**src/rtl/arm_instr_encoder_if.sv**
```systemverilog
// ============================================================================
// arm_instr_encoder_if : descriptor input channel and imem write channel
// Rev 1.0
// ============================================================================
`default_nettype none

interface arm_instr_encoder_if;
  logic        in_valid;
  logic        in_ready;
  logic [2:0]  in_kind;
  logic [3:0]  in_cond;
  logic [3:0]  in_cmd;
  logic        in_s;
  logic [3:0]  in_rd;
  logic [3:0]  in_rn;
  logic [11:0] in_src2;
  logic [12:0] in_offset;
  logic [31:0] in_target;
  logic        in_last;
  logic        wr_valid;
  logic        wr_ready;
  logic [31:0] wr_addr;
  logic [31:0] wr_data;

  modport slave (
    input  in_valid, in_kind, in_cond, in_cmd, in_s, in_rd, in_rn,
           in_src2, in_offset, in_target, in_last, wr_ready,
    output in_ready, wr_valid, wr_addr, wr_data
  );

  modport master (
    output in_valid, in_kind, in_cond, in_cmd, in_s, in_rd, in_rn,
           in_src2, in_offset, in_target, in_last, wr_ready,
    input  in_ready, wr_valid, wr_addr, wr_data
  );
endinterface

`default_nettype wire

```
**src/rtl/arm_instr_encoder.sv**
```systemverilog
// ============================================================================
// arm_instr_encoder : packs decoded descriptors into ARM words and writes imem
// Rev 1.0
// ============================================================================
`default_nettype none

module arm_instr_encoder #(
  parameter int CW = 16
) (
  input  logic                clk,
  input  logic                reset,
  input  logic                start,
  input  logic [31:0]         base_addr,
  arm_instr_encoder_if.slave  bus,
  output logic                busy,
  output logic                done,
  output logic                err,
  output logic [1:0]          err_code,
  output logic [CW-1:0]       word_count
);

  localparam logic [2:0] IDLE   = 3'd0;
  localparam logic [2:0] ACCEPT = 3'd1;
  localparam logic [2:0] EMIT   = 3'd2;
  localparam logic [2:0] DONE   = 3'd3;
  localparam logic [2:0] ERR    = 3'd4;

  localparam logic [1:0] E_NONE  = 2'b00;
  localparam logic [1:0] E_KIND  = 2'b01;
  localparam logic [1:0] E_RANGE = 2'b10;
  localparam logic [1:0] E_ALIGN = 2'b11;

  logic [2:0]  state;
  logic [31:0] pc;
  logic        last;

  logic [31:0] enc_word;
  logic [1:0]  enc_err;
  logic        off_neg;
  logic [11:0] off_mag;
  logic [31:0] br_diff;
  logic        dp_cmd_ok;
  logic        unused_bits;

  assign off_neg     = bus.in_offset[12];
  assign off_mag     = off_neg ? (12'd0 - bus.in_offset[11:0]) : bus.in_offset[11:0];
  assign br_diff     = bus.in_target - (pc + 32'd8);
  assign dp_cmd_ok   = (bus.in_cmd == 4'b0100) || (bus.in_cmd == 4'b0010) ||
                       (bus.in_cmd == 4'b0000) || (bus.in_cmd == 4'b1100) ||
                       (bus.in_cmd == 4'b1101);
  assign unused_bits = &{1'b0, base_addr[1:0], br_diff[1:0]};

  always_comb begin
    enc_word = 32'd0;
    enc_err  = E_NONE;
    case (bus.in_kind)
      3'b000, 3'b001: begin
        if (!dp_cmd_ok) begin
          enc_err = E_KIND;
        end else begin
          // MOV has no first operand; its Rn field is architecturally zero
          enc_word = {bus.in_cond, 2'b00, bus.in_kind[0], bus.in_cmd, bus.in_s,
                      (bus.in_cmd == 4'b1101) ? 4'b0000 : bus.in_rn,
                      bus.in_rd, bus.in_src2};
        end
      end
      3'b010, 3'b011: begin
        // -4096 is the only 13-bit value whose magnitude needs 13 bits
        if (bus.in_offset == 13'h1000) begin
          enc_err = E_RANGE;
        end else begin
          enc_word = {bus.in_cond, 2'b01, 1'b0, 1'b1, ~off_neg, 1'b0, 1'b0,
                      ~bus.in_kind[0], bus.in_rn, bus.in_rd, off_mag};
        end
      end
      3'b100, 3'b101: begin
        if (bus.in_target[1:0] != 2'b00) begin
          enc_err = E_ALIGN;
        end else if (!((br_diff[31:25] == 7'h00) || (br_diff[31:25] == 7'h7f))) begin
          enc_err = E_RANGE;
        end else begin
          enc_word = {bus.in_cond, 3'b101, bus.in_kind[0], br_diff[25:2]};
        end
      end
      default: enc_err = E_KIND;
    endcase
  end

  assign bus.in_ready = (state == ACCEPT);
  assign bus.wr_valid = (state == EMIT);
  assign busy         = (state != IDLE);
  assign done         = (state == DONE);

  always_ff @(posedge clk or negedge reset) begin
    if (!reset) begin
      state       <= IDLE;
      pc          <= 32'd0;
      last        <= 1'b0;
      bus.wr_addr <= 32'd0;
      bus.wr_data <= 32'd0;
      word_count  <= '0;
      err         <= 1'b0;
      err_code    <= E_NONE;
    end else begin
      case (state)
        IDLE, ERR: begin
          if (start) begin
            pc         <= {base_addr[31:2], 2'b00};
            word_count <= '0;
            err        <= 1'b0;
            err_code   <= E_NONE;
            state      <= ACCEPT;
          end
        end
        ACCEPT: begin
          if (bus.in_valid) begin
            if (enc_err != E_NONE) begin
              err      <= 1'b1;
              err_code <= enc_err;
              state    <= ERR;
            end else begin
              bus.wr_data <= enc_word;
              bus.wr_addr <= pc;
              last        <= bus.in_last;
              state       <= EMIT;
            end
          end
        end
        EMIT: begin
          if (bus.wr_ready) begin
            pc         <= pc + 32'd4;
            word_count <= word_count + 1'b1;
            state      <= last ? DONE : ACCEPT;
          end
        end
        DONE:    state <= IDLE;
        default: state <= IDLE;
      endcase
    end
  end

endmodule

`default_nettype wire
```
**src/flat_wrapper.sv**
```systemverilog
// flat-port wrapper written by rule: the top's interface ports become plain ports
module arm_instr_encoder_flat 
#(
  parameter int CW = 16
)
  (clk, reset, start, base_addr, busy, done, err, err_code, word_count, bus_in_valid, bus_in_kind, bus_in_cond, bus_in_cmd, bus_in_s, bus_in_rd, bus_in_rn, bus_in_src2, bus_in_offset, bus_in_target, bus_in_last, bus_wr_ready, bus_in_ready, bus_wr_valid, bus_wr_addr, bus_wr_data);
  arm_instr_encoder_if bus_i ();
  input  logic clk;
  input  logic reset;
  input  logic start;
  input  logic [31:0] base_addr;
  output logic busy;
  output logic done;
  output logic err;
  output logic [1:0] err_code;
  output logic [CW-1:0] word_count;
  input wire logic [$bits(bus_i.in_valid)-1:0] bus_in_valid;
  input wire logic [$bits(bus_i.in_kind)-1:0] bus_in_kind;
  input wire logic [$bits(bus_i.in_cond)-1:0] bus_in_cond;
  input wire logic [$bits(bus_i.in_cmd)-1:0] bus_in_cmd;
  input wire logic [$bits(bus_i.in_s)-1:0] bus_in_s;
  input wire logic [$bits(bus_i.in_rd)-1:0] bus_in_rd;
  input wire logic [$bits(bus_i.in_rn)-1:0] bus_in_rn;
  input wire logic [$bits(bus_i.in_src2)-1:0] bus_in_src2;
  input wire logic [$bits(bus_i.in_offset)-1:0] bus_in_offset;
  input wire logic [$bits(bus_i.in_target)-1:0] bus_in_target;
  input wire logic [$bits(bus_i.in_last)-1:0] bus_in_last;
  input wire logic [$bits(bus_i.wr_ready)-1:0] bus_wr_ready;
  output wire logic [$bits(bus_i.in_ready)-1:0] bus_in_ready;
  output wire logic [$bits(bus_i.wr_valid)-1:0] bus_wr_valid;
  output wire logic [$bits(bus_i.wr_addr)-1:0] bus_wr_addr;
  output wire logic [$bits(bus_i.wr_data)-1:0] bus_wr_data;
  assign bus_i.in_valid = bus_in_valid;
  assign bus_i.in_kind = bus_in_kind;
  assign bus_i.in_cond = bus_in_cond;
  assign bus_i.in_cmd = bus_in_cmd;
  assign bus_i.in_s = bus_in_s;
  assign bus_i.in_rd = bus_in_rd;
  assign bus_i.in_rn = bus_in_rn;
  assign bus_i.in_src2 = bus_in_src2;
  assign bus_i.in_offset = bus_in_offset;
  assign bus_i.in_target = bus_in_target;
  assign bus_i.in_last = bus_in_last;
  assign bus_i.wr_ready = bus_wr_ready;
  assign bus_in_ready = bus_i.in_ready;
  assign bus_wr_valid = bus_i.wr_valid;
  assign bus_wr_addr = bus_i.wr_addr;
  assign bus_wr_data = bus_i.wr_data;
  arm_instr_encoder #(.CW(CW)) u_core (.clk(clk), .reset(reset), .start(start), .base_addr(base_addr), .bus(bus_i), .busy(busy), .done(done), .err(err), .err_code(err_code), .word_count(word_count));
endmodule
```
**config.mk**
```make
export PLATFORM = sky130hd
export DESIGN_NAME = arm_instr_encoder_flat
export DESIGN_NICKNAME = d
export VERILOG_FILES = /design/src/rtl/arm_instr_encoder_if.sv /design/src/rtl/arm_instr_encoder.sv /design/src/flat_wrapper.sv
export SDC_FILE = /design/constraint.sdc
export NUM_CORES = 1
export LEC_CHECK = 0
export BUFFER_PORTS_ARGS = -buffer_cell sky130_fd_sc_hd__buf_2
export CORE_UTILIZATION = 50
export DETAILED_ROUTE_END_ITERATION = 7
export MAX_ROUTING_LAYER = met4
export PLACE_DENSITY = 0.78
export SYNTH_ARGS = -nofsm -noshare
export SYNTH_HDL_FRONTEND = slang
export SYNTH_SLANG_ARGS = --single-unit
```
**constraint.sdc**
```tcl
create_clock -name clk -period 3.5 [get_ports clk]
set_input_delay 0.875 -clock clk [delete_from_list [all_inputs] [get_ports clk]]
set_output_delay 0.875 -clock clk [all_outputs]
set_load 0.02 [all_outputs]
```
# == Word-level counts from Yosys, hierarchy flattened ==
# Cells that the tools add are included.
# totals
in_bits,115
reg_bits,119
out_inout_bits,87
word_cells,89
# op_classes
n_reduce_logical,22
n_addsub,5
mux,32
bitwise,3
n_eq_ne,19
# ops
op,n
32-bit 2-to-1 mux,6
32-bit one-hot mux with 3 select lines,1
32-bit one-hot mux with 2 select lines,1
"32-bit by 3-bit adder with 32-bit output, second input constant",1
"32-bit by 4-bit adder with 32-bit output, second input constant",1
16-bit 2-to-1 mux,2
16-bit one-hot mux with 2 select lines,1
32-bit subtractor,1
"16-bit by 1-bit adder with 16-bit output, second input constant",1
2-bit 2-to-1 mux,7
"13-bit == test, second input constant",1
"3-bit by 2-bit == test with 1-bit output, second input constant",4
12-bit 2-to-1 mux,1
3-bit 2-to-1 mux,4
"1-bit by 12-bit subtractor with 12-bit output, first input constant",1
"3-bit == test, second input constant",3
3-bit one-hot mux with 3 select lines,1
3-bit AND reduction,3
"4-bit == test, second input constant",2
2-bit nonzero test,4
2-bit OR reduction,4
"7-bit == test, second input constant",1
7-bit zero test,1
"3-bit by 1-bit == test with 1-bit output, second input constant",2
15 further kinds,27

# == Logic depth before layout (Yosys ltp) ==
# depth
depth_word,11
ltp_mapped,17
mapped_depth_nobuf,14

# == Worst setup path before layout ==
# No wires, ideal clock.
# synth_path
path_kind,in2reg
start,input port bus_in_target[2]
end,register u_core.bus.wr_addr[2]
n_path_buf,1
stages,14
required_ns,3.366
setup_time_ns,0.134
path_slack_ns,-0.665
arrival_time_ns,4.031
path_cell_list,ha_1 > inv_1 > fa_1 > nand2b_1 > a21oi_1 > o21ai_1 > a211o_1 > a21bo_2 > mux2_1 > a2111o_1 > mux2_2 > nor2_4 > buf_2 > o32ai_1
# synth_between
elab_chain_cells,9
elab_cells_between_ends,10
cone_classes,add/sub (1); eq/ne (1); mux (3); bitwise (1); reduce/logical (4)
# synth_lines
item,line_no,rtl
"start, declared",flat_wrapper.sv:26,input wire logic [$bits(bus_i.in_target)-1:0] bus_in_target;
32-bit subtractor (*),arm_instr_encoder.sv:47,assign br_diff = bus.in_target - (pc + 32'd8);
7-bit == test or 7-bit zero test (tied branches),arm_instr_encoder.sv:79,end else if (!((br_diff[31:25] == 7'h00) || (br_diff[31:25] == 7'h7f))) begin
1-bit logical OR (*),arm_instr_encoder.sv:79,
2-bit 2-to-1 mux (*),arm_instr_encoder.sv:79,
2-bit 2-to-1 mux (*),arm_instr_encoder.sv:77,if (bus.in_target[1:0] != 2'b00) begin
2-bit one-hot mux with 3 select lines (*),arm_instr_encoder.sv:56,case (bus.in_kind)
2-bit nonzero test (*),arm_instr_encoder.sv:117,if (enc_err != E_NONE) begin
1-bit inverter (no line) (*),-,
3-bit AND reduction (no line) (*),-,
"end signal, assigned",arm_instr_encoder.sv:123,bus.wr_addr <= pc;
"end, declared",arm_instr_encoder_if.sv:28,"output in_ready, wr_valid, wr_addr, wr_data"
# Every way passes the cells marked *; elsewhere a longest branch is shown, timed or not.
# A chain may end at the register's enable or synchronous reset.

# == Final worst setup path ==
# layout_path
start,input port bus_in_target[9]
end,register u_core.bus.wr_addr[8]
# The elaborated chain is that of the path after synthesis.

==> results by group <==
Detailed routing
  – Highest metal used: met4
  – Met2 WL post-DR: roughly 16 mm
  – DRC errors left: 0
  – Met3 WL: ~2.9 mm
  – Final WL: 33.3 mm
  – Iter 0 DRT Violations: 1269
  – Drt first pass iters: 5
  – Post-route met1 wirelength: around 13 mm
  – Post-DR wirelength/cell: about 20 µm
  – Vias/cell: about 6
  – DRT antenna net count: 0
  – Via count: slightly above 10000

Clocking
  – CTS Buf Count: 17
  – CTS max path bufs: 2
  – Clock transition at path regs: about 60 ps
  – Clk sink count: 115
  – Clk_lat worst skew: 430 ps
  – Hold_buf cts: 0
  – Htree depth: 4
  – Root Buffer: clkbuf_16
  – CTS tree: yes

Die
  – Floorplan core area: between 0.015 and 0.02 mm²
  – Die Wd: 134 µm
  – Total die area: about 0.018 mm²
  – Chip Height: between 100 and 150 µm
  – Site Rows: 47
  – Starting density of the core: 0.520
  – Ports: between 200 and 250

Status
  – Status: complete, but fails checks
  – Failing checks: setup timing

Final layout
  – Final core occ: 0.760
  – Multi-input logic area: 0.00601 mm²
  – Post-Layout Cell Count: ~1700
  – Sequential cell area: around 0.0029 mm²
  – ANT cells: 0
  – Layout fillers: around 1200
  – Area delta synth->final: 46.1%
  – Layout cells sized above 1: 0.375
  – Fin area: 0.0128 mm²
  – NumNets Final: around 1600

Yosys
  – Post-synth EDFFs: 0
  – Most common flop cell mapped by yosys: dfrtp_1
  – Cell area after synthesis: between 0.008 and 0.009 mm²
  – Synth cell types: 74
  – Yosys warning count: 0
  – Seq/Total Area, Yosys: 0.329
  – Post-synth ARST share: 1.00
  – Avg Synthesized Cell Area: between 7 and 8 µm²
  – Post-synthesis register bit count: ~120
  – Syn Inst Count: about 1100

STA
  – Final hold violation count: 0
  – RSZ-0062 raised after global routing: true
  – Fin Hold WS: ~470 ps
  – Final worst path period share: 1.17
  – Worst-margin pin slew: around 1200 ps
  – Post-layout worst setup margin: -606 ps
  – Final number of setup-violating endpoints: 68
  – Min cycle time layout: 4110 ps
  – Final Max Tran Viols: 0
  – Slew headroom: 0.167
  – Fmax: between 0.2 and 0.25 GHz
  – Worst Clk Skew: about 8.7 ps

Worst hold path
  – Min-Delay Path Class: primary input to async pin

Place
  – Dpl cell area: 0.0112 mm²
  – Global placer's final weighted congestion: between 0.9 and 1
  – Number of port buffers: 197
  – Placement Setup Slack: -1070 ps
  – Inst Count DP: 1626
  – Post-DP HPWL: 21.4 mm

Setup path
  – Worst Path Max Fanout: 5
  – Critical path origin: bus_in_target[9]
  – Reg2reg start: u_core.pc[7]
  – CP required: about 3800 ps
  – Critical path arrival: around 4400 ps
  – Crit path launch type: primary input
  – Crit Path Category: primary input to flip-flop
  – Worst setup EP type: flip-flop

GRT
  – GR Util All Layers: 0.377
  – Grt total ovfl: 0
  – Vias in the first global route: 9772
  – Global-route wire length before repair: about 51 mm
  – Pin count of the biggest net entering global routing: 50
  – Initial antenna violation count: 0

Job
  – Max-cap check violation count: 0

Power and ir drop
  – Leak Pwr: 6.05 nW
  – PD cells: between 1000 and 1500 mW/mm²
  – Peak supply drop: between 0.0006 and 0.0007 V
## cell families after synthesis
logic type / Yosys count / synth area share
AOI/OAI and AO/OA: 311 / 0.236
xor gates and xnor gates: 47 / 0.0471
adders and majority gates: 62 / 0.0895
buffers and inverters: 162 / 0.0767
DFF: 115 / 0.329
muxes: 10 / 0.0133
other: 1 / 0.000429
and+or+nand+nor: 396 / 0.208
## worst max-delay path, stage by stage
cell	delay (ps)
buf_2	120
inv_2	110
ha_4	170
inv_1	70
ha_4	300
buf_6	100
nand4_1	160
nor2_1	200
o21ai_2	110
a211o_1	360
a21bo_2	230
mux2_4	290
a2111o_1	400
mux2i_4	220
buf_6	140
buf_6	90
a21oi_4	100
buf_6	160
o32ai_4	240
## repair_timing
| action | 4_1_cts | 5_1_grt |
|---|---|---|
| endpoints found under the setup margin | 68 | 68 |
| setup buffers | 17 | 4 |
| resized for setup | 112 | 34 |
| cloned | 9 | 0 |
| pin swaps | 45 | 29 |
## Yosys cell counts, types with 10 or more instances
cell type	instances	area share
nand2_1	183	0.079
dfrtp_1	115	0.33
inv_1	102	0.044
nor2_1	84	0.036
a21oi_1	67	0.038
ha_1	61	0.087
o21ai_0	58	0.033
o22ai_1	36	0.026
clkbuf_1	35	0.015
xnor2_1	30	0.030
a31oi_1	28	0.020
nand3_1	28	0.016
a32oi_1	26	0.026
nand4_1	18	0.013
xor2_1	17	0.017
and3_1	15	0.011
a21o_1	14	0.012
nor3_1	12	0.0069
or3_1	11	0.0079
buf_2	10	0.0057
## path summary, 6_finish.rpt
| kind | slack (ps) | to | cells after the start |
|---|---|---|---|
| worst min-delay path | 470 | u_core.err | 1 |
| worst max register to register | -450 | u_core.bus.wr_addr[8] | 16 |
| worst min register to register | 530 | u_core.bus.wr_data[26] | 2 |
| worst max-delay path | -610 | u_core.bus.wr_addr[8] | 19 |
| min in group clk | 530 | u_core.bus.wr_data[26] | 2 |
| max in group asynchronous | 2240 | u_core.bus.wr_addr[29] | 2 |
## stage by stage
step	power (mW)	setup TNS [ps]
6_report	12.9	-36340
5_1_grt	13.6	-41100
4_1_cts	12.3	-20160
3_5_place_dp	9.77	-64580
3_3_place_gp	9.58	-57220
2_1_floorplan	6.69	-30070
## per-layer routing
metal / GRT usage / up-vias
li1: - / 4608
met3: 0.0669 / 145
met2: 0.617 / 625
met4: 0.167 / 0
met5: - / -
met1: 0.455 / 4828
## area by class of cell
type,instances,share of cell area
multi-input combinational,831,0.470
sequential,115,0.225
timing repair buffer,382,0.209
clock buffer,18,0.0344
inverter,102,0.0317
tap,220,0.0215
clock inverter,14,0.00842
## cell usage in the layout, fill, tap and decap left out, types with 15 or more instances in the layout
| cell type | netlist | routed |
|---|---|---|
| a31oi_1 | 28 | 20 |
| buf_6 | 2 | 18 |
| o21ai_0 | 58 | 47 |
| nand3_1 | 28 | 28 |
| clkbuf_16 | 0 | 17 |
| ha_4 | 0 | 28 |
| a32oi_1 | 26 | 22 |
| inv_2 | 0 | 15 |
| nand2_1 | 183 | 182 |
| buf_4 | 9 | 159 |
| and3_1 | 15 | 15 |
| nor2_1 | 84 | 80 |
| ha_1 | 61 | 32 |
| inv_1 | 102 | 80 |
| dfrtp_1 | 115 | 115 |
| a21oi_1 | 67 | 58 |
| xnor2_1 | 30 | 29 |
| buf_2 | 10 | 188 |
| nand4_1 | 18 | 18 |
| xor2_1 | 17 | 17 |
| o22ai_1 | 36 | 33 |
## flip-flops by register name, summed over array words and instances (netlist names)
signal	flops
u_core.bus.wr_data	32
u_core.bus.wr_addr	30
u_core.pc	30
u_core.word_count	16
u_core.state	3
u_core.err_code	2
u_core.err	1
u_core.last	1
## power by group
| group | internal (mW) | total [mW] | switching, mW |
|---|---|---|---|
| combinational | 4.07 | 8.87 | 4.80 |
| sequential | 1.88 | 2.34 | 0.460 |
| clock | 0.927 | 1.64 | 0.717 |
Note: power is estimated with default switching activity, not from simulation.
